===== src/rtl/pipe_trace_pkg.sv =====
// Shared types and default widths for the WISC pipeline instruction-trace producer.
package pipe_trace_pkg;

  localparam int PT_ID_W       = 16;
  localparam int PT_CYC_W      = 32;
  localparam int PT_STALL_W    = 4;
  localparam int PT_FIFO_DEPTH = 8;

  typedef struct packed {
    logic                  valid;
    logic [PT_ID_W-1:0]    id;
    logic [15:0]           pc;
    logic [15:0]           instr;
    logic [PT_CYC_W-1:0]   fetch_cyc;
    logic [PT_STALL_W-1:0] stall_cnt;
  } stage_slot_t;

  typedef struct packed {
    logic [PT_ID_W-1:0]    id;
    logic [15:0]           pc;
    logic [15:0]           instr;
    logic [PT_CYC_W-1:0]   fetch_cyc;
    logic [PT_CYC_W-1:0]   wb_cyc;
    logic [PT_STALL_W-1:0] stall_cnt;
  } trace_rec_t;

endpackage


===== src/rtl/pipe_trace_tracker_if.sv =====
// Fetch/hazard inputs and the retire-record valid/ready port of the trace tracker.
interface pipe_trace_tracker_if
  import pipe_trace_pkg::*;
#(
  parameter int ID_W    = PT_ID_W,
  parameter int CYC_W   = PT_CYC_W,
  parameter int STALL_W = PT_STALL_W
);

  logic               fetch_valid;
  logic [15:0]        pc_in;
  logic [15:0]        instr_in;
  logic               stall;
  logic               flush;
  logic               rec_valid;
  logic               rec_ready;
  logic [ID_W-1:0]    rec_id;
  logic [15:0]        rec_pc;
  logic [15:0]        rec_instr;
  logic [CYC_W-1:0]   rec_fetch_cyc;
  logic [CYC_W-1:0]   rec_wb_cyc;
  logic [STALL_W-1:0] rec_stall_cnt;
  logic [CYC_W-1:0]   cycle;
  logic [7:0]         drop_cnt;
  logic               overflow;

  modport master (
    input  fetch_valid, pc_in, instr_in, stall, flush, rec_ready,
    output rec_valid, rec_id, rec_pc, rec_instr, rec_fetch_cyc, rec_wb_cyc,
           rec_stall_cnt, cycle, drop_cnt, overflow
  );

  modport slave (
    output fetch_valid, pc_in, instr_in, stall, flush, rec_ready,
    input  rec_valid, rec_id, rec_pc, rec_instr, rec_fetch_cyc, rec_wb_cyc,
           rec_stall_cnt, cycle, drop_cnt, overflow
  );

endinterface


===== src/rtl/pipe_trace_tracker_fifo.sv =====
// Retire-record FIFO; extra pointer MSB distinguishes full from empty.
module trace_fifo
  import pipe_trace_pkg::*;
#(
  parameter int DEPTH = PT_FIFO_DEPTH
) (
  input  logic       clk,
  input  logic       rst,
  input  logic       i_push,
  input  logic       i_pop,
  input  trace_rec_t i_data,
  output trace_rec_t o_data,
  output logic       o_full,
  output logic       o_empty
);

  localparam int AW = $clog2(DEPTH);

  logic [AW:0] r_wr_ptr;
  logic [AW:0] r_rd_ptr;
  trace_rec_t  r_mem [DEPTH];
  logic        w_wr_en;
  logic        w_rd_en;

  assign o_full  = (r_wr_ptr[AW] != r_rd_ptr[AW]) && (r_wr_ptr[AW-1:0] == r_rd_ptr[AW-1:0]);
  assign o_empty = (r_wr_ptr == r_rd_ptr);
  // A pop frees the head slot in the same edge, so a full FIFO still accepts.
  assign w_wr_en = i_push && (!o_full || i_pop);
  assign w_rd_en = i_pop && !o_empty;
  assign o_data  = r_mem[r_rd_ptr[AW-1:0]];

  always_ff @(posedge clk) begin
    if (rst) begin
      r_wr_ptr <= '0;
      r_rd_ptr <= '0;
    end else begin
      if (w_wr_en) r_wr_ptr <= r_wr_ptr + (AW+1)'(1);
      if (w_rd_en) r_rd_ptr <= r_rd_ptr + (AW+1)'(1);
    end
  end

  always_ff @(posedge clk) begin
    if (w_wr_en) r_mem[r_wr_ptr[AW-1:0]] <= i_data;
  end

endmodule


===== src/rtl/pipe_trace_tracker.sv =====
// Shadows the WISC IF/ID..MEM/WB registers, stamps cycles and queues one trace record per retire.
module pipe_trace_tracker
  import pipe_trace_pkg::*;
#(
  parameter int ID_W       = PT_ID_W,
  parameter int CYC_W      = PT_CYC_W,
  parameter int STALL_W    = PT_STALL_W,
  parameter int FIFO_DEPTH = PT_FIFO_DEPTH
) (
  input  logic                 clk,
  input  logic                 rst,
  pipe_trace_tracker_if.master bus
);

  stage_slot_t      r_ifid_p0;
  stage_slot_t      r_idex_p1;
  stage_slot_t      r_exmem_p2;
  stage_slot_t      r_memwb_p3;
  logic [ID_W-1:0]  r_next_id;
  logic [CYC_W-1:0] r_cycle;
  logic [7:0]       r_drop_cnt;
  logic             r_overflow;

  trace_rec_t w_rec;
  trace_rec_t w_head;
  logic       w_push;
  logic       w_pop;
  logic       w_full;
  logic       w_empty;

  function automatic logic [STALL_W-1:0] sat_stall(input logic [STALL_W-1:0] v);
    return (&v) ? v : v + STALL_W'(1);
  endfunction

  function automatic logic [7:0] sat_drop(input logic [7:0] v);
    return (&v) ? v : v + 8'd1;
  endfunction

  // Stage boundary: fetch -> IF/ID -> ID/EX -> EX/MEM -> MEM/WB
  always_ff @(posedge clk) begin
    if (rst) begin
      r_ifid_p0.valid  <= 1'b0;
      r_idex_p1.valid  <= 1'b0;
      r_exmem_p2.valid <= 1'b0;
      r_memwb_p3.valid <= 1'b0;
      r_next_id        <= '0;
      r_cycle          <= '0;
    end else begin
      r_cycle    <= r_cycle + CYC_W'(1);
      r_exmem_p2 <= r_idex_p1;
      r_memwb_p3 <= r_exmem_p2;
      if (bus.stall) begin
        r_idex_p1.valid <= 1'b0;
        if (r_ifid_p0.valid) r_ifid_p0.stall_cnt <= sat_stall(r_ifid_p0.stall_cnt);
      end else begin
        r_idex_p1 <= r_ifid_p0;
        if (bus.flush) begin
          r_ifid_p0.valid <= 1'b0;
        end else begin
          r_ifid_p0 <= '{valid: bus.fetch_valid, id: r_next_id, pc: bus.pc_in,
                         instr: bus.instr_in, fetch_cyc: r_cycle, stall_cnt: '0};
          if (bus.fetch_valid) r_next_id <= r_next_id + ID_W'(1);
        end
      end
    end
  end

  // Stage boundary: MEM/WB retire -> record FIFO
  assign w_push = r_memwb_p3.valid;
  assign w_pop  = !w_empty && bus.rec_ready;
  assign w_rec  = '{id: r_memwb_p3.id, pc: r_memwb_p3.pc, instr: r_memwb_p3.instr,
                    fetch_cyc: r_memwb_p3.fetch_cyc, wb_cyc: r_cycle,
                    stall_cnt: r_memwb_p3.stall_cnt};

  trace_fifo #(.DEPTH(FIFO_DEPTH)) u_fifo (
    .clk     (clk),
    .rst     (rst),
    .i_push  (w_push),
    .i_pop   (w_pop),
    .i_data  (w_rec),
    .o_data  (w_head),
    .o_full  (w_full),
    .o_empty (w_empty)
  );

  always_ff @(posedge clk) begin
    if (rst) begin
      r_drop_cnt <= '0;
      r_overflow <= 1'b0;
    end else if (w_push && w_full && !w_pop) begin
      r_drop_cnt <= sat_drop(r_drop_cnt);
      r_overflow <= 1'b1;
    end
  end

  // Storage is not reset, so record fields are masked to zero while the FIFO is empty.
  assign bus.rec_valid     = !w_empty;
  assign bus.rec_id        = w_empty ? '0 : w_head.id;
  assign bus.rec_pc        = w_empty ? '0 : w_head.pc;
  assign bus.rec_instr     = w_empty ? '0 : w_head.instr;
  assign bus.rec_fetch_cyc = w_empty ? '0 : w_head.fetch_cyc;
  assign bus.rec_wb_cyc    = w_empty ? '0 : w_head.wb_cyc;
  assign bus.rec_stall_cnt = w_empty ? '0 : w_head.stall_cnt;
  assign bus.cycle         = r_cycle;
  assign bus.drop_cnt      = r_drop_cnt;
  assign bus.overflow      = r_overflow;

endmodule


===== src/flat_wrapper.sv =====
// flat-port wrapper written by rule: the top's interface ports become plain ports
module pipe_trace_tracker_flat import pipe_trace_pkg::*;
#(
  parameter int ID_W       = PT_ID_W,
  parameter int CYC_W      = PT_CYC_W,
  parameter int STALL_W    = PT_STALL_W,
  parameter int FIFO_DEPTH = PT_FIFO_DEPTH
)
  (clk, rst, bus_fetch_valid, bus_pc_in, bus_instr_in, bus_stall, bus_flush, bus_rec_ready, bus_rec_valid, bus_rec_id, bus_rec_pc, bus_rec_instr, bus_rec_fetch_cyc, bus_rec_wb_cyc, bus_rec_stall_cnt, bus_cycle, bus_drop_cnt, bus_overflow);
  pipe_trace_tracker_if #(.ID_W(ID_W), .CYC_W(CYC_W), .STALL_W(STALL_W)) bus_i ();
  input  logic clk;
  input  logic rst;
  input wire logic [$bits(bus_i.fetch_valid)-1:0] bus_fetch_valid;
  input wire logic [$bits(bus_i.pc_in)-1:0] bus_pc_in;
  input wire logic [$bits(bus_i.instr_in)-1:0] bus_instr_in;
  input wire logic [$bits(bus_i.stall)-1:0] bus_stall;
  input wire logic [$bits(bus_i.flush)-1:0] bus_flush;
  input wire logic [$bits(bus_i.rec_ready)-1:0] bus_rec_ready;
  output wire logic [$bits(bus_i.rec_valid)-1:0] bus_rec_valid;
  output wire logic [$bits(bus_i.rec_id)-1:0] bus_rec_id;
  output wire logic [$bits(bus_i.rec_pc)-1:0] bus_rec_pc;
  output wire logic [$bits(bus_i.rec_instr)-1:0] bus_rec_instr;
  output wire logic [$bits(bus_i.rec_fetch_cyc)-1:0] bus_rec_fetch_cyc;
  output wire logic [$bits(bus_i.rec_wb_cyc)-1:0] bus_rec_wb_cyc;
  output wire logic [$bits(bus_i.rec_stall_cnt)-1:0] bus_rec_stall_cnt;
  output wire logic [$bits(bus_i.cycle)-1:0] bus_cycle;
  output wire logic [$bits(bus_i.drop_cnt)-1:0] bus_drop_cnt;
  output wire logic [$bits(bus_i.overflow)-1:0] bus_overflow;
  assign bus_i.fetch_valid = bus_fetch_valid;
  assign bus_i.pc_in = bus_pc_in;
  assign bus_i.instr_in = bus_instr_in;
  assign bus_i.stall = bus_stall;
  assign bus_i.flush = bus_flush;
  assign bus_i.rec_ready = bus_rec_ready;
  assign bus_rec_valid = bus_i.rec_valid;
  assign bus_rec_id = bus_i.rec_id;
  assign bus_rec_pc = bus_i.rec_pc;
  assign bus_rec_instr = bus_i.rec_instr;
  assign bus_rec_fetch_cyc = bus_i.rec_fetch_cyc;
  assign bus_rec_wb_cyc = bus_i.rec_wb_cyc;
  assign bus_rec_stall_cnt = bus_i.rec_stall_cnt;
  assign bus_cycle = bus_i.cycle;
  assign bus_drop_cnt = bus_i.drop_cnt;
  assign bus_overflow = bus_i.overflow;
  pipe_trace_tracker #(.ID_W(ID_W), .CYC_W(CYC_W), .STALL_W(STALL_W), .FIFO_DEPTH(FIFO_DEPTH)) u_core (.clk(clk), .rst(rst), .bus(bus_i));
endmodule

===== config.mk =====
export PLATFORM = sky130hd
export DESIGN_NAME = pipe_trace_tracker_flat
export DESIGN_NICKNAME = d
export VERILOG_FILES = /design/src/rtl/pipe_trace_pkg.sv /design/src/rtl/pipe_trace_tracker_if.sv /design/src/rtl/pipe_trace_tracker_fifo.sv /design/src/rtl/pipe_trace_tracker.sv /design/src/flat_wrapper.sv
export SDC_FILE = /design/constraint.sdc
export NUM_CORES = 1
export LEC_CHECK = 0
export BUFFER_PORTS_ARGS = -buffer_cell sky130_fd_sc_hd__clkbuf_2
export CAP_MARGIN = 40
export CORE_MARGIN = 4
export CORE_UTILIZATION = 50
export CTS_BUF_LIST = sky130_fd_sc_hd__clkbuf_8
export DETAILED_ROUTE_END_ITERATION = 8
export GPL_TIMING_DRIVEN = 1
export PLACE_DENSITY = 0.64
export SLEW_MARGIN = 20
export SYNTH_ARGS = -nofsm -noshare
export SYNTH_HDL_FRONTEND = slang
export SYNTH_SLANG_ARGS = --single-unit

===== constraint.sdc =====
create_clock -name clk -period 37.2 [get_ports clk]
set_clock_uncertainty 0.15 [all_clocks]
set_input_delay 5.58 -clock clk [delete_from_list [all_inputs] [get_ports clk]]
set_output_delay 5.58 -clock clk [all_outputs]
set_load 0.01 [all_outputs]

* Word level (Yosys, flattened, before mapping)
Memories as Yosys holds them, arrays and structs flattened. A register that Yosys moved wholly into a read port is not among the register bits.
Cells that the tools add are included.
** Storage, ports and cells
- Bits in registers :: 405
- Bits in read-only memories :: 0
- Output and inout port bits :: 158
- Logic and storage cells :: 80
- Memories kept :: 1
- Bits of input ports :: 38
- Latch bits :: 0
- Memory bits (writable) :: 928
** Cells by class
- Mux-type cells :: 15
- Div/mod/pow operators :: 0
- Shift operators :: 0
- Equality and inequality tests :: 6
- Reductions and logical operators :: 18
- Multiply operators :: 0
- $lt $le $gt $ge :: 0
- Add/subtract/negate cells :: 6
- Bitwise logic cells :: 4
** Memories
- u_core.u_fifo.r_mem :: depth 8, bits a word 116, rd ports 1, clocked after memory_dff 1, write ports 1, line pipe_trace_tracker_fifo.sv:21 : trace_rec_t r_mem [DEPTH];
** Operators with widths (number)
- $mux W32 :: 2
- $mux W16 :: 3
- $add A32 B1 Y32 const B :: 1
- $mux W4 :: 5
- $add A16 B1 Y16 const B :: 1
- $add A4 B1 Y4 const B :: 3
- $add A8 B1 Y8 const B :: 1
- $reduce_and A4 Y1 :: 2
- $reduce_and A8 Y1 :: 1
- $logic_and A1 B1 Y1 :: 6
- $mux W3 :: 2
- $reduce_and A3 Y1 :: 2
- $eq A4 B4 Y1 :: 1
- $ne A2 B2 Y1 const B :: 2
- $not A1 Y1 :: 4
- $reduce_and A2 Y1 :: 2
- $eq A3 B3 Y1 :: 1
- $logic_not A1 Y1 :: 3
- $mux W1 :: 3
- $ne A2 B1 Y1 const B :: 1
- $reduce_or A2 Y1 :: 1
- $logic_or A1 B1 Y1 :: 1
- $ne A1 B1 Y1 :: 1

* Depth between registers and ports, before layout
Gate-level depths: netlist of the first run.
- Depth in word-level cells :: 7
- Gate-level depth with buffers :: 7
- Gate-level depth less buffers :: 5

* Modules after synthesis
A second synthesis of the first run with hierarchy kept.
** Second synthesis, totals
- Cell total of the unflattened synthesis :: 2204
- Area, all modules :: 49503.7 um2
** Modules (own cells, without submodules)
- trace_fifo :: cells each 1412, times used 1, area each 35803.1 um2, sequential area each 28086.9 um2
- pipe_trace_tracker :: cells each 792, times used 1, area each 13700.6 um2, sequential area each 11310.8 um2

* Worst setup path after synthesis of the first run
OpenSTA, ideal clock, no wires.
- Path kind :: in2reg
- Start point :: in bus_rec_ready
- End point :: mem u_core.u_fifo.r_mem[1][0] in the netlist's numbering, enable pin
- Path buffers :: 0
- Library setup time :: 917 ps
- Required time :: 36133 ps
- Data arrival time :: 17782 ps
- Cell stages on the path :: 4
- Path slack :: 18351 ps
- Cell sequence :: inv_1 -> nand2_1 -> o21ai_0 -> nor4b_1
** Between the ends
- Cells in the longest elaborated chain, start to end :: 5
** RTL lines
- start: declaration :: line flat_wrapper.sv:18 : input wire logic [$bits(bus_i.rec_ready)-1:0] bus_rec_ready;
- $logic_and A1 B1 Y1 :: line pipe_trace_tracker.sv:70 : assign w_pop = !w_empty && bus.rec_ready;
- $logic_or A1 B1 Y1 :: line pipe_trace_tracker_fifo.sv:28 : assign w_wr_en = i_push && (!o_full || i_pop);
- $logic_and A1 B1 Y1 :: line pipe_trace_tracker_fifo.sv:28
- $mux W1 :: line pipe_trace_tracker_fifo.sv:43 : if (w_wr_en) r_mem[r_wr_ptr[AW-1:0]] <= i_data;
- $mux W1 (implied by the code) :: line pipe_trace_tracker_fifo.sv:43
- end: declaration :: line pipe_trace_tracker_fifo.sv:21
Every way passes these cells.

==> results.sh, run 1 <==
export IMPL_avgRoutedWirePerCell_um=24.9
export IMPL_worstSetupEndpointType="output pin"
export IMPL_timing_hold_violations_final=0
export IMPL_route_antenna_remaining_nets=0
export IMPL_placementRows=114
export IMPL_synth_flop_cell="sky130_fd_sc_hd__edfxtp_1"
export IMPL_ys_ff_latch=1336
export IMPL_syn2layout_area_growth_pct=13.6
export IMPL_critPathMaxFanout=110
export IMPL_power_density_normalized_to_cell_area_nw_per_um2=50.8
export IMPL_floorplan_initialDensity_pct=50.3
export IMPL_layout_common_cells="sky130_fd_sc_hd__edfxtp_1, sky130_fd_sc_hd__mux4_2, sky130_fd_sc_hd__clkbuf_8"
export IMPL_final_util_pct=57.1
export IMPL_dp_hpwl_um=50300
export IMPL_syn_nets=2251
export IMPL_gpl_final_weighted_congestion=0.729
export IMPL_globalRouteMet1Util_pct=27.3
export IMPL_netlist_cell_type_count=50
export IMPL_hp_start="u_core.r_exmem_p2[25]$_DFFE_PN_"
export IMPL_layout_nets=2591
export IMPL_cp_arrival_ns=4.93
export IMPL_period_minus_slack_ns=10.66
export IMPL_cp_data_required_time_ns=31.47
export IMPL_chipWidth_um=320
export IMPL_detailroute_via_count=22400
export IMPL_grt_use_met3_pct=3.85
export IMPL_max_slew_margin_rel_pct=33.4
export IMPL_mostFrequentLayoutCell="sky130_fd_sc_hd__edfxtp_1"
export IMPL_avgViaCountPerCell=5.60
export IMPL_drt_first_iter_violations=1871
export IMPL_synth_edf_count=1264
export IMPL_reg2reg_from="u_core.u_fifo.r_wr_ptr[1]$_SDFFE_PP0P_"
export IMPL_fin_crit_sh_pct=28.6
export IMPL_cts_max_level=4
export IMPL_setup_worst_path_class="register to output pin"
export IMPL_grt_first_pass_wirelength_um=149000
export IMPL_grt_use_met2_pct=31.5
export IMPL_hold_path_depth=0
export IMPL_grt_pass1_vias=24000
export IMPL_global_route_usage_total_pct=19.5
export IMPL_detail_route_drc_violations=0
export IMPL_rr_worst_depth=6
export IMPL_syn_inst=2207
export IMPL_detailed_routing_iteration_count_for_the_pre_antenna_repair_pass=6
export IMPL_slew_viol_final=0
export IMPL_rsz_0062_raised_after_global_routing="false"
export IMPL_cts_setup_buffers=0
export IMPL_fp_coreArea_sq_um=96600
export IMPL_hold_buffers=0
export IMPL_cts_root_buf="sky130_fd_sc_hd__clkbuf_8"
export IMPL_power_leakage_nw=17.7
export IMPL_gr_max_usage_layer="met2"
export IMPL_post_cts_resized_instances=0
export IMPL_clock_tree_sinks=1336
export IMPL_layout_cells_sized_above_1_pct=27.3
export IMPL_number_of_buffers_created_by_cts=203
export IMPL_antenna_violations_before_repair=1
export IMPL_ys_warn_count=0
export IMPL_ir_drop_mv=0.0314
export IMPL_setup_worst_path_start_class="register"
export IMPL_clock_path_buffers=3
export IMPL_fmax_ghz=0.0938
export IMPL_syn_area_per_cell_sq_um=22.0
export IMPL_status="complete, no violations"
export IMPL_overall_power_consumption_mw=2.80
export IMPL_grt_overflow_total=0
export IMPL_floorplan_die_area_sq_um=102000
export IMPL_async_set_or_reset_register_ratio_after_synthesis_pct=0
export IMPL_maxCapViolCount=0
export IMPL_final_setup_viol_count=0
export IMPL_totalWireLength_um=99600
export IMPL_synth_sequential_area_ratio_pct=81.1
export IMPL_num_io_pins=196
export IMPL_syn_cell_area_sq_um=48600
export IMPL_maximum_number_of_pins_on_one_net_before_global_route_repair=135
export IMPL_port_buffer_count=195
export IMPL_path_clk_slew_ns=0.06
export IMPL_die_ht_um=320
export IMPL_setup_tns_final_ns=0
export IMPL_tightest_slew_ns=1.00
export IMPL_worstSkewPairLatency_ns=0.83
export IMPL_worst_hold_path_type="register to register"
export IMPL_tritoncts="yes"
-- stage by stage --
step | area (sq um) | std cells | hold slack [ns] | worst slack (ns)
4_1_cts | 55200 | 3995 | 0.221 | 26.16
5_1_grt | 55200 | 3997 | 0.242 | 25.94
3_5_place_dp | 51300 | 3617 | 0.255 | 27.12
6_report | 55200 | 3997 | 0.236 | 26.54
3_3_place_gp | 51100 | 3608 | 0.251 | 26.74
2_1_floorplan | 48600 | 2207 | 0.250 | 18.35
-- path summary, 6_finish.rpt --
path	slack, ns	endpoint
setup / recovery	26.54	bus_rec_pc[14]
hold / removal	0.24	u_core.r_memwb_p3[25]$_DFFE_PN_
setup reg to reg	32.83	u_core.u_fifo.r_mem[3][108]$_DFFE_PP_
hold reg to reg	0.24	u_core.r_memwb_p3[25]$_DFFE_PN_
-- metal layers --
layer  vias to the layer above  routed length [um]
li1                       9770                   -
met1                     11800               43100
met2                       641               49100
met3                       145                5300
met4                         0                2070
met5                         -                   0
-- cell families (layout without fill, tap and decap cells) --
group	after synthesis	in the layout	share of synthesized area [%]
compound gates	76	76	0.917
xor+xnor	28	28	0.505
fa+ha+maj	6	6	0.155
buf+inv	111	624	0.933
flops	1336	1336	81.1
mux	356	356	13.3
other cells	0	1	0
simple gates	294	294	3.03
-- final cells by class --
cell class,count,area (sq um)
multi-input combinational,760,8780
antenna,1,2.50
inverter,12,52.6
sequential,1336,39400
fill,7077,41400
timing repair buffer,234,1510
clock buffer,219,3010
clock inverter,159,812
tap,1276,1600
-- cells in the mapped netlist (all sizes together), types with 8 or more instances --
cell,count,area (sq um)
a21oi,36,180
or3,15,95.1
nand4,17,119
clkbuf,53,199
dfxtp,72,1440
mux2i,117,1170
nor2b,12,75.1
xor2,15,131
o31ai,16,120
edfxtp,1264,38000
mux4,232,5230
inv,12,45.0
o21ai,15,75.1
nor4,8,62.6
nand2,20,75.1
or4,17,128
buf,46,209
nor2,149,559
xnor2,13,114
nor3,10,50.1
nand3,21,118
-- where the power goes --
group          internal [mW]  leakage [nW]  switching, mW
clock network          0.562          2.26          0.548
registers               1.65          12.2         0.0118
logic                0.00738          3.20         0.0181
total                   2.22          17.7          0.578
-- registers in the layout, indices dropped and copies added, names as in the netlist, named ones only --
| name | count |
|---|---|
| u_core.r_exmem_p2 | 85 |
| u_core.w_push | 1 |
| u_core.r_memwb_p3 | 84 |
| u_core.r_idex_p1 | 85 |
| u_core.r_next_id | 16 |
| u_core.r_ifid_p0 | 85 |
| u_core.u_fifo.r_rd_ptr | 4 |
| u_core.bus.overflow | 1 |
| u_core.u_fifo.r_wr_ptr | 4 |
| u_core.bus.drop_cnt | 8 |
| u_core.bus.cycle | 32 |
| u_core.u_fifo.r_mem | 928 |
-- worst max-delay path, cell delays in order (launching register included) --
cell	delay [ns]
sky130_fd_sc_hd__dfxtp_4	0.83
sky130_fd_sc_hd__buf_12	0.73
sky130_fd_sc_hd__buf_4	0.54
sky130_fd_sc_hd__buf_16	0.29
sky130_fd_sc_hd__buf_4	0.35
sky130_fd_sc_hd__buf_16	0.31
sky130_fd_sc_hd__mux4_2	0.54
sky130_fd_sc_hd__mux2i_1	0.21
sky130_fd_sc_hd__nor2_1	0.07
sky130_fd_sc_hd__clkbuf_2	0.14
(Power assumes the default switching activity.)
==> run 2, diff against run 1 <==
PLACE_DENSITY = 0.66   (was 0.64)
clock period = 9.2 ns   (was 37.2 ns; I/O delays follow)
==> run 2 against run 1 <==
  * Sequential share of layout area decreased by 0.081 points
  * Worst setup slack lost 23 ns
  * Clock-buffer cell count grew 8
==> results.sh, run 2 (same netlist as run 1, synthesis figures left out) <==
export IMPL_status="complete, no violations"
export IMPL_floorplan_initialDensity_pct=50.3
export IMPL_clock_tree_sinks=1336
export IMPL_critPathMaxFanout=110
export IMPL_path_clk_slew_ns=0.06
export IMPL_route_antenna_remaining_nets=0
export IMPL_grt_overflow_total=0
export IMPL_die_ht_um=320
export IMPL_hold_buffers=0
export IMPL_register_area_sq_um=39400
export IMPL_preCtsSetupSlack_ns=4.57
export IMPL_totalWireLength_um=97800
export IMPL_fill_cells=6993
export IMPL_port_buffer_count=195
export IMPL_slew_viol_final=0
export IMPL_timing_final_ws_setup_ns=3.98
export IMPL_layout_nets=2589
export IMPL_tritoncts="yes"
export IMPL_power_switching_fraction_pct=20.3
export IMPL_mostFrequentLayoutCell="sky130_fd_sc_hd__edfxtp_1"
export IMPL_syn2layout_area_growth_pct=13.8
export IMPL_chipWidth_um=320
export IMPL_floorplan_die_area_sq_um=102000
export IMPL_setup_tns_final_ns=0
export IMPL_timing_hold_violations_final=0
export IMPL_clock_path_buffers=3
export IMPL_gpl_final_weighted_congestion=0.750
export IMPL_dp_hpwl_um=48900
export IMPL_internal_power_mw=9.09
export IMPL_fp_coreArea_sq_um=96600
export IMPL_grt_pass1_vias=23900
export IMPL_cts_setup_buffers=0
export IMPL_setup_worst_path_class="register to output pin"
export IMPL_fin_crit_sh_pct=56.7
export IMPL_pwr_share_clk_pct=40.0
export IMPL_drt_first_iter_violations=2050
export IMPL_cts_max_level=4
export IMPL_number_of_buffers_created_by_cts=207
export IMPL_avgRoutedWirePerCell_um=24.5
export IMPL_power_frac_comb_pct=0.9
export IMPL_overall_power_consumption_mw=11.4
export IMPL_maxCapViolCount=0
export IMPL_layout_common_cells="sky130_fd_sc_hd__edfxtp_1, sky130_fd_sc_hd__mux4_2, sky130_fd_sc_hd__clkbuf_8"
export IMPL_placed_cell_area_sq_um=51300
export IMPL_final_setup_viol_count=0
export IMPL_avgViaCountPerCell=5.63
export IMPL_worstSkewPairLatency_ns=0.84
export IMPL_cp_data_required_time_ns=7.67
export IMPL_grt_first_pass_wirelength_um=148000
export IMPL_tightest_slew_ns=1.01
export IMPL_max_slew_margin_rel_pct=32.6
export IMPL_sequentialPowerShare_pct=59.1
export IMPL_power_density_normalized_to_cell_area_nw_per_um2=206
export IMPL_worstSetupEndpointType="output pin"
export IMPL_finalInstanceArea_sq_um=55200
export IMPL_cp_arrival_ns=3.69
export IMPL_fmax_ghz=0.192
export IMPL_layout_cells_sized_above_1_pct=27.5
export IMPL_global_route_usage_total_pct=19.3
export IMPL_cts_root_buf="sky130_fd_sc_hd__clkbuf_8"
export IMPL_crit_chain="xor2_1 > nor4_4 > buf_12 > nor2_1 > clkbuf_2"
export IMPL_detail_route_drc_violations=0
export IMPL_maximum_number_of_pins_on_one_net_before_global_route_repair=183
export IMPL_num_io_pins=196
export IMPL_worst_hold_path_type="register to register"
export IMPL_p_switching_mw=2.31
export IMPL_setup_worst_path_start_class="register"
export IMPL_detailroute_via_count=22400
export IMPL_critical_path_max_stage_delay_ns=0.82
export IMPL_critical_path_slowest_cell="sky130_fd_sc_hd__nor4_4"
export IMPL_placementRows=114
export IMPL_antenna_violations_before_repair=2
export IMPL_period_minus_slack_ns=5.22
export IMPL_power_leakage_nw=17.7
export IMPL_detailed_routing_iteration_count_for_the_pre_antenna_repair_pass=5
export IMPL_post_cts_resized_instances=0
export IMPL_multiInputGateArea_sq_um=8780
export IMPL_largest_register_ff_count=928
export IMPL_rsz_0062_raised_after_global_routing="false"
export IMPL_ir_drop_mv=0.104
## run 2: per-stage QoR
step / instances / hold slack (ns) / utilization, %
detailed placement: 3610 / 0.255 / 53.1
global route: 3984 / 0.241 / 57.2
CTS: 3981 / 0.232 / 57.1
floorplan: 2207 / 0.250 / -
finish: 3984 / 0.236 / 57.2
global placement: 3601 / 0.251 / 52.9
## run 2: cell type report
cell class,count,share of cell area (%)
antenna,1,0.00453
clock buffer,227,5.66
clock inverter,144,1.33
inverter,12,0.0951
multi-input combinational,760,15.9
sequential,1336,71.3
tap,1276,2.89
timing repair buffer,228,2.79
## run 2: worst paths after layout
| path | start | slack (ns) | endpoint | cells past startpoint |
|---|---|---|---|---|
| max | u_core.u_fifo.r_wr_ptr[1]$_SDFFE_PP0P_ | 3.98 | bus_rec_wb_cyc[28] | 5 |
| min | u_core.r_ifid_p0[14]$_DFFE_PP_ | 0.24 | u_core.r_idex_p1[14]$_DFFE_PP_ | 0 |
| max reg2reg | u_core.u_fifo.r_wr_ptr[1]$_SDFFE_PP0P_ | 5.61 | u_core.u_fifo.r_mem[5][81]$_DFFE_PP_ | 6 |
| min reg2reg | u_core.r_ifid_p0[14]$_DFFE_PP_ | 0.24 | u_core.r_idex_p1[14]$_DFFE_PP_ | 0 |
## run 2: critical path: cells and delay by family, from the launching register on
kind	cells	cell delay [ns]
AND/OR/NAND/NOR	2	1.13
flip-flops	1	0.59
buffers and inverters	2	0.81
XOR/XNOR	1	0.22
## run 2: metal layers
layer / up-vias / global-route usage (%) / wire length [um]
li1: 9760 / - / -
met1: 11800 / 27.1 / 41300
met2: 724 / 30.7 / 48100
met3: 127 / 4.53 / 6730
met4: 0 / 5.70 / 1680
met5: - / 0 / 0
## run 2: power groups by stage
stage	logic (mW)	clock network [mW]	registers, mW
6_report	0.101	4.56	6.74
5_1_grt	0.111	5.00	6.74
4_1_cts	0.104	4.69	6.74
3_5_place_dp	0.104	0	6.86
3_3_place_gp	0.0963	0	6.86
2_1_floorplan	0.0551	0	6.85
==> run 3, diff against run 2 <==
clock period = 4.5 ns   (was 9.2 ns; I/O delays follow)
==> run 3 against run 2 <==
  * Power up 100%
  * Final cell count increased by 1.5%
  * Clock-buffer cell count down 20
  * Register-to-register slack worse by 4.3 ns
  * Routed wire length is 0.12% higher
  * Utilization increased by 0.77 points
  * Critical path type unchanged
==> results.sh, run 3 (same netlist as run 1, synthesis figures left out) <==
export IMPL_worstSetupEndpointType="output pin"
export IMPL_setup_worst_path_start_class="register"
export IMPL_ir_drop_mv=0.295
export IMPL_avgViaCountPerCell=5.57
export IMPL_period_minus_slack_ns=4.11
export IMPL_gpl_final_weighted_congestion=0.762
export IMPL_rsz_0062_raised_after_global_routing="false"
export IMPL_internal_power_mw=18.5
export IMPL_layout_common_cells="sky130_fd_sc_hd__edfxtp_1, sky130_fd_sc_hd__mux4_2, sky130_fd_sc_hd__clkbuf_8"
export IMPL_port_buffer_count=195
export IMPL_clock_tree_sinks=1336
export IMPL_final_util_pct=58.0
export IMPL_cp_num_buf_inv=2
export IMPL_floorplan_initialDensity_pct=50.3
export IMPL_power_frac_comb_pct=1.0
export IMPL_worst_hold_path_type="input port to register"
export IMPL_floorplan_die_area_sq_um=102000
export IMPL_totalWireLength_um=97900
export IMPL_detailed_routing_iteration_count_for_the_pre_antenna_repair_pass=7
export IMPL_setup_worst_path_class="register to output pin"
export IMPL_max_slew_margin_rel_pct=42.2
export IMPL_fmax_ghz=0.243
export IMPL_crit_chain="xor2_1 > nor4_4 > buf_4 > nor2_1 > clkbuf_2"
export IMPL_timing_hold_violations_final=0
export IMPL_timing_critical_path_max_delay_family="buffers and inverters"
export IMPL_grt_overflow_total=0
export IMPL_cts_max_level=4
export IMPL_fin_crit_sh_pct=91.4
export IMPL_grt_first_pass_wirelength_um=148000
export IMPL_detail_route_drc_violations=0
export IMPL_tritoncts="yes"
export IMPL_grt_pass1_vias=24000
export IMPL_global_route_usage_total_pct=19.3
export IMPL_placementRows=114
export IMPL_critical_path_slowest_cell="sky130_fd_sc_hd__dfxtp_1"
export IMPL_finalInstanceArea_sq_um=56000
export IMPL_drt_first_iter_violations=1844
export IMPL_largest_register_ff_count=928
export IMPL_cp_arrival_ns=3.29
export IMPL_die_ht_um=320
export IMPL_hold_ws_ns=0.109
export IMPL_detailroute_via_count=22500
export IMPL_maximum_number_of_pins_on_one_net_before_global_route_repair=78
export IMPL_crit_start="u_core.u_fifo.r_wr_ptr[0]$_SDFFE_PP0P_"
export IMPL_power_switching_fraction_pct=20.4
export IMPL_layout_cells_sized_above_1_pct=28.3
export IMPL_final_setup_viol_count=0
export IMPL_route_antenna_remaining_nets=0
export IMPL_placed_cell_area_sq_um=51800
export IMPL_maxCapViolCount=0
export IMPL_cp_data_required_time_ns=3.67
export IMPL_pwr_share_clk_pct=39.8
export IMPL_num_io_pins=196
export IMPL_sequentialPowerShare_pct=59.2
export IMPL_avgRoutedWirePerCell_um=24.2
export IMPL_power_leakage_nw=17.9
export IMPL_critPathMaxFanout=73
export IMPL_overall_power_consumption_mw=23.3
export IMPL_worstSkewPairLatency_ns=0.86
export IMPL_number_of_buffers_created_by_cts=199
export IMPL_cts_setup_buffers=0
export IMPL_hp_start="bus_flush"
export IMPL_p_switching_mw=4.74
export IMPL_critical_path_max_stage_delay_ns=0.75
export IMPL_hold_buffers=35
export IMPL_cts_root_buf="sky130_fd_sc_hd__clkbuf_8"
export IMPL_clock_path_buffers=3
export IMPL_syn2layout_area_growth_pct=15.3
export IMPL_antenna_violations_before_repair=1
export IMPL_path_clk_slew_ns=0.06
export IMPL_status="complete, no violations"
export IMPL_reg2reg_from="u_core.u_fifo.r_wr_ptr[0]$_SDFFE_PP0P_"
export IMPL_post_cts_resized_instances=0
export IMPL_power_density_normalized_to_cell_area_nw_per_um2=415
export IMPL_slew_viol_final=0
export IMPL_fill_cells=6950
export IMPL_mostFrequentLayoutCell="sky130_fd_sc_hd__edfxtp_1"
export IMPL_tightest_slew_ns=0.867
export IMPL_dp_hpwl_um=54300
export IMPL_chipWidth_um=320
export IMPL_layout_nets=2646
export IMPL_fp_coreArea_sq_um=96600
run 3: metal layers:
metal | part of all wire (%) | vias to the layer above | routed length, um | track usage (%)
li1 | - | 9884 | - | -
met1 | 43 | 11800 | 42000 | 27.0
met2 | 49 | 651 | 48400 | 31.2
met3 | 5.9 | 126 | 5780 | 4.37
met4 | 1.8 | 0 | 1780 | 5.36
met5 | 0 | - | 0 | 0
run 3: cell type report:
type                    instances  area, sq um  share of cell area [%]
well taps                    1276         1600                    2.85
multi-input cells             760         8870                    15.8
flip-flops and latches       1336        39400                    70.4
clock inverters               157          952                    1.70
repair buffers                293         2260                    4.04
inverters                      12         48.8                  0.0872
diodes                          1         2.50                 0.00447
clock buffers                 207         2850                    5.09
run 3: power by group through the flow:
stage               sequential (mW)  clock [mW]  combinational (mW)
floorplan                      14.0           0               0.115
global placement               14.0           0               0.217
detailed placement             14.0           0               0.223
CTS                            13.8        9.51               0.247
global route                   13.8        10.2               0.264
finish                         13.8        9.26               0.241
run 3: path summary, 6_finish.rpt:
check                                               to  slack [ns]  cells past startpoint
hold / removal          u_core.r_ifid_p0[78]$_DFFE_PP_        0.11                      2
hold reg to reg        u_core.r_exmem_p2[46]$_DFFE_PN_        0.23                      0
setup reg to reg  u_core.u_fifo.r_mem[0][55]$_DFFE_PP_        1.28                      5
setup / recovery                 bus_rec_fetch_cyc[19]        0.39                      5
run 3: through the flow:
step	setup TNS (ns)	worst slack [ns]	cells
6_report	0	0.386	4042
3_5_place_dp	0	1.21	3641
3_3_place_gp	0	1.23	3638
5_1_grt	0	0.122	4042
2_1_floorplan	-462.54	-0.856	2207
4_1_cts	0	0.276	4040
